[config.mk]
export PLATFORM = sky130hd
export DESIGN_NAME = single_argmax_seq
export DESIGN_NICKNAME = d
export VERILOG_FILES = /design/src/rtl/single_argmax_seq.sv
export SDC_FILE = /design/constraint.sdc
export NUM_CORES = 1
export LEC_CHECK = 0
export BUFFER_PORTS_ARGS = -buffer_cell sky130_fd_sc_hd__buf_2
export CAP_MARGIN = 5
export CORE_MARGIN = 2
export CORE_UTILIZATION = 50
export CTS_BUF_LIST = sky130_fd_sc_hd__clkbuf_8
export DETAILED_ROUTE_END_ITERATION = 7
export GPL_TIMING_DRIVEN = 0
export MAX_ROUTING_LAYER = met4
export PLACE_DENSITY = 0.71
export SLEW_MARGIN = 25
export SYNTH_ARGS = -nofsm -noshare
export SYNTH_HDL_FRONTEND = slang
export SYNTH_HIERARCHICAL = 1
export SYNTH_SLANG_ARGS = --single-unit
[constraint.sdc]
create_clock -name clk -period 2.78 [get_ports clk]
set_input_delay 0.139 -clock clk [delete_from_list [all_inputs] [get_ports clk]]
set_output_delay 0.139 -clock clk [all_outputs]
set_load 0.005 [all_outputs]
[src/rtl/single_argmax_seq.sv]
// single_argmax_seq: streams LEN fp32 elements through one registered single_max comparator
// and returns the maximum value and the index of its first occurrence. Macro SINGLE_ARGMAX_LAST_EN adds early end on in_last.

module single_max (
    input  logic        clk,
    input  logic        rstn,
    input  logic [31:0] i_a,
    input  logic [31:0] i_b,
    output logic [31:0] o_c
);
    logic        w_b_gt;
    logic [31:0] r_c;

    // Negative values order by decreasing magnitude; this also puts +0 above -0.
    always_comb begin
        if (i_a[31] != i_b[31]) w_b_gt = i_a[31];
        else if (i_a[31])       w_b_gt = (i_b[30:0] < i_a[30:0]);
        else                    w_b_gt = (i_b[30:0] > i_a[30:0]);
    end

    always_ff @(posedge clk) begin
        if (!rstn) r_c <= '0;
        else       r_c <= w_b_gt ? i_b : i_a;
    end

    assign o_c = r_c;
endmodule

// state | meaning
// IDLE  | waiting for the first element of a vector
// RUN   | waiting for the next element, comparator fed with r_max and in_data
// WAIT  | comparator result valid, fold it into r_max / r_idx
// DONE  | result presented until out_ready
module single_argmax_seq #(
    parameter int LEN  = 16,
    parameter int IDXW = (LEN > 1) ? $clog2(LEN) : 1
) (
    input  logic            clk,
    input  logic            rstn,
    input  logic            in_valid,
    output logic            in_ready,
    input  logic [31:0]     in_data,
    input  logic            in_last,
    output logic            out_valid,
    input  logic            out_ready,
    output logic [31:0]     out_max,
    output logic [IDXW-1:0] out_idx,
    output logic            busy
);
    typedef enum logic [1:0] {S_IDLE, S_RUN, S_WAIT, S_DONE} state_t;

    localparam logic          ONE_ELEM = (LEN == 1);
    localparam logic [IDXW:0] CNT_ONE  = (IDXW+1)'(1);
    localparam logic [IDXW:0] CNT_LAST = (IDXW+1)'(LEN - 1);

    state_t          r_state;
    state_t          w_state_nxt;
    logic            r_alive;
    logic [31:0]     r_max;
    logic [IDXW-1:0] r_idx;
    logic [31:0]     r_cand;
    logic [IDXW-1:0] r_cand_idx;
    logic [IDXW:0]   r_cnt;
    logic [31:0]     w_cmp;
    logic            w_hs;
    logic            w_ld_first;
    logic            w_ld_cand;
    logic            w_upd;
    logic            w_in_end;
    logic            w_wait_end;

    single_max u_max (
        .clk  (clk),
        .rstn (rstn),
        .i_a  (r_max),
        .i_b  (in_data),
        .o_c  (w_cmp)
    );

    // r_alive keeps in_ready low through reset without a combinational path from rstn.
    assign in_ready  = r_alive && ((r_state == S_IDLE) || (r_state == S_RUN));
    assign out_valid = (r_state == S_DONE);
    assign out_max   = out_valid ? r_max : '0;
    assign out_idx   = out_valid ? r_idx : '0;
    assign busy      = (r_state != S_IDLE);
    assign w_hs      = in_valid && in_ready;

`ifdef SINGLE_ARGMAX_LAST_EN
    logic r_cand_last;

    assign w_in_end   = in_last;
    assign w_wait_end = (r_cnt == CNT_LAST) || r_cand_last;

    always_ff @(posedge clk) begin
        if (!rstn)          r_cand_last <= 1'b0;
        else if (w_ld_cand) r_cand_last <= in_last;
    end
`else
    logic w_unused_last;

    assign w_in_end      = 1'b0;
    assign w_wait_end    = (r_cnt == CNT_LAST);
    assign w_unused_last = in_last;
`endif

    always_ff @(posedge clk) begin
        if (!rstn) begin
            r_state <= S_IDLE;
            r_alive <= 1'b0;
        end else begin
            r_state <= w_state_nxt;
            r_alive <= 1'b1;
        end
    end

    always_comb begin
        w_state_nxt = r_state;
        w_ld_first  = 1'b0;
        w_ld_cand   = 1'b0;
        w_upd       = 1'b0;
        case (r_state)
            S_IDLE: begin
                if (w_hs) begin
                    w_ld_first  = 1'b1;
                    w_state_nxt = (ONE_ELEM || w_in_end) ? S_DONE : S_RUN;
                end
            end
            S_RUN: begin
                if (w_hs) begin
                    w_ld_cand   = 1'b1;
                    w_state_nxt = S_WAIT;
                end
            end
            S_WAIT: begin
                w_upd       = 1'b1;
                w_state_nxt = w_wait_end ? S_DONE : S_RUN;
            end
            S_DONE: begin
                if (out_ready) w_state_nxt = S_IDLE;
            end
            default: w_state_nxt = S_IDLE;
        endcase
    end

    // In WAIT r_cnt still equals r_cand_idx, so the terminal-count compare marks the last element.
    always_ff @(posedge clk) begin
        if (!rstn) begin
            r_max      <= '0;
            r_idx      <= '0;
            r_cand     <= '0;
            r_cand_idx <= '0;
            r_cnt      <= '0;
        end else begin
            if (w_ld_first) begin
                r_max <= in_data;
                r_idx <= '0;
                r_cnt <= CNT_ONE;
            end
            if (w_ld_cand) begin
                r_cand     <= in_data;
                r_cand_idx <= r_cnt[IDXW-1:0];
            end
            if (w_upd) begin
                r_max <= w_cmp;
                if ((w_cmp == r_cand) && (r_cand != r_max)) r_idx <= r_cand_idx;
                r_cnt <= r_cnt + CNT_ONE;
            end
        end
    end
endmodule

==> reports/results.tsv <==
metric	value	unit
run_status	finished, final reports clean	
post_synth_fa_ha_maj_area_fraction	0.0558	
buffer_count_from_post_cts_setup_fixing	0	
sequential_cell_area	2240	sq um
crit_path_max_fanout	10	
gp_congestion	0.969	
number_of_enable_flip_flop_cells_after_synthesis	0	
finalCriticalPeriod	2.64	ns
crit_top_cell	nand4_1	
synth_xor_xnor_area_share	0.0747	
detailedPlacementHpwl	19.2	mm
seq_total_area_yosys	0.294	
path_class	flip-flop to flip-flop	
post_synth.cell_area_avg	8.28	sq um
fillers	1451	
synthDominantCellAreaShare	0.294	
ant_nets_after_route	0	
async_flop_share	0	
layout.cells.most_common_list	dfxtp_1, buf_2, nand2_1	
max_slew_margin	0.428	
worst_setup_hold_path_clk_slew	0.11	ns
grt_pass1_vias	7075	
die_h	127	um
initialDrtViolationCount	711	
required	3.04	ns
cp-end-kind	flip-flop	
grt.overflow.total	0	
cts.htree.levels	3	
post_synth_inst_count	920	
detail_route.vias_per_cell	6.31	
cellLeakagePower	0.00357	uW
hold_viol	0	
first_pass_iters	6	
grt_antenna_before_repair	0	
synthDistinctLibCells	60	
ioPinCount	76	
multi_input_area	4720	sq um
max_cap_viol_count	0	
cts.sinks	112	
worstSkewPairLatency	0.41	ns
drt-total-wl	26.3	mm
area_delta_synth_final	13.0	%
p_per_area	437	nW/um^2
layoutNonFillerInstCount	1218	
insertedDiodeCount	0	
start_util	0.507	
post_synth_mux_area_share	0.0420	
worst_tran_pin_value	0.855	ns
die_width	127	um
setup-violations-final	0	
finalCritPeriodShare	0.949	
cts_tree	yes	
synth_top_flop_cell	dfxtp_1	
ys.warnings.count	6	
post_synth_instance_area	7620	sq um
synth_top_family_by_area	simple AND/OR/NAND/NOR gates	
synth.net_count	991	
cts.root.buffer_cell	clkbuf_8	
row_count	45	
ys_seq_elements	112	
grt_setup_unrepaired	no	
die_area	16200	sq um
numPortBuffers	74	
wl_per_cell	21.6	um
synth-simple-area-share	0.265	
grt_max_degree	20	
library_cell_with_the_largest_summed_area_after_synthesis	dfxtp_1	
fin_worst_skew	0.0140	ns
yosys-top-cells-area	dfxtp_1, o2111ai_1, nand4_1	
start_kind	flip-flop	
share_of_cells_above_drive_strength_1	0.168	
dpl.cell_count	1182	
nets	1096	
min_path_type	input port to flip-flop	
finish.instance_area	8610	sq um
critical_path.max_stage_delay	0.48	ns
cts_buffers	9	
critical_path_buffer_and_inverter_count	2	
finalMaxSlewViolations	0	
max_freq	379	MHz
postPlaceCellArea	8220	sq um
cts_max_path_buffers	2	
crit_family	simple AND/OR/NAND/NOR gates	
drc_errors	0	
global_route_wire_length_before_repair	40.8	mm
core_area	15000	sq um
slowest_stage	dfxtp_1	
timing.critical_path.arrival	2.90	ns
routed-via-count	7691	
track_usage	0.334	
ir_worst_vdd	0.421	mV
cp_cell_sequence	inv_1 -> ha_1 -> nand4_4 -> nor4_4 -> nand2b_2 -> a211o_1 -> buf_2 -> nand4_1 -> nand4_1	
layout.cells.most_common	dfxtp_1	
setup_tns	0	ns
synth_compound_gate_area_share	0.182	
## state kept, by name, indices dropped and copies added (netlist names)
register    count
r_alive         1
r_cand_idx      4
u_max/o_c      32
r_cand         32
r_state         2
r_idx           4
r_max          32
r_cnt           5
## cell type report
cell class / instances / area share
inverters: 36 / 0.0157
plain buffers: 87 / 0.0609
clock buffers: 9 / 0.0144
well taps: 188 / 0.0273
repair buffers: 94 / 0.0663
multi-input cells: 685 / 0.549
clock inverters: 7 / 0.00639
flip-flops and latches: 112 / 0.260
## metal layers
layer / GRT usage / routed length, um / vias to the layer above
li1: - / - / 3590
met1: 0.445 / 11300 / 3604
met2: 0.518 / 11800 / 422
met3: 0.0582 / 2210 / 75
met4: 0.109 / 869 / 0
met5: - / 0 / -
## through the flow
stage	setup WS (ns)	total power [uW]	utilization	hold WS, ns
6_report	0.143	3760	0.573	0.0167
5_1_grt	0.00368	3910	0.573	0.00909
4_1_cts	0.0945	3740	0.572	0.00142
3_5_place_dp	0.126	2780	0.547	0.329
3_3_place_gp	0.150	2770	0.547	0.326
2_1_floorplan	0.647	2450	-	0.167
## report_power, final
| part | internal (uW) | switching [uW] |
|---|---|---|
| combinational | 365 | 643 |
| sequential | 1700 | 99.9 |
| clock | 336 | 622 |
| total | 2400 | 1360 |
## worst paths after layout
kind,to,slack (ns),cells after the start,startpoint
worst max register to register,u_max/o_c[17],0.14,9,r_max[30]
worst min-delay path,r_cand[1],0.02,3,in_data[1]
worst min register to register,r_cand_idx[0],0.47,2,r_cand_idx[0]
worst max-delay path,u_max/o_c[17],0.14,9,r_max[30]
## cells by family after synthesis
family	after synthesis
compound gates	178
xor+xnor	65
fa+ha+maj	34
buf+inv	123
flops	112
mux	32
simple gates	376
## cell usage after synthesis, types with 2 or more instances
cell type	instances
dfxtp_1	112
nand2_1	83
nand4_1	73
nor2_1	72
o2111ai_1	62
a21oi_1	57
clkbuf_1	44
xor2_1	44
nand3_1	40
and3_1	37
inv_1	35
ha_1	34
mux2i_1	32
or3_1	31
a211oi_1	24
xnor2_1	21
buf_2	19
a211oi_2	10
nor4_1	10
buf_6	9
o21ai_0	8
nor2b_1	6
clkbuf_8	5
buf_4	4
clkbuf_4	3
nor3_2	3
o21ai_1	3
and2_1	2
buf_8	2
nand3b_1	2
nor3_1	2
nor4_4	2
o211ai_1	2
## worst reg2reg max path, stage by stage (launching register included)
cell      delay [ns]
dfxtp_1         0.48
inv_1           0.10
ha_1            0.36
nand4_4         0.18
nor4_4          0.38
nand2b_2        0.16
a211o_1         0.36
buf_2           0.22
nand4_1         0.11
nand4_1         0.13
## timing repair
| item | CTS | global route |
|---|---|---|
| setup endpoints to repair | 0 | 31 |
| resized for setup | 0 | 13 |
| hold endpoints to repair | 20 | 0 |
| hold buffers | 20 | 0 |
Note: power is estimated with default switching activity, not from simulation.
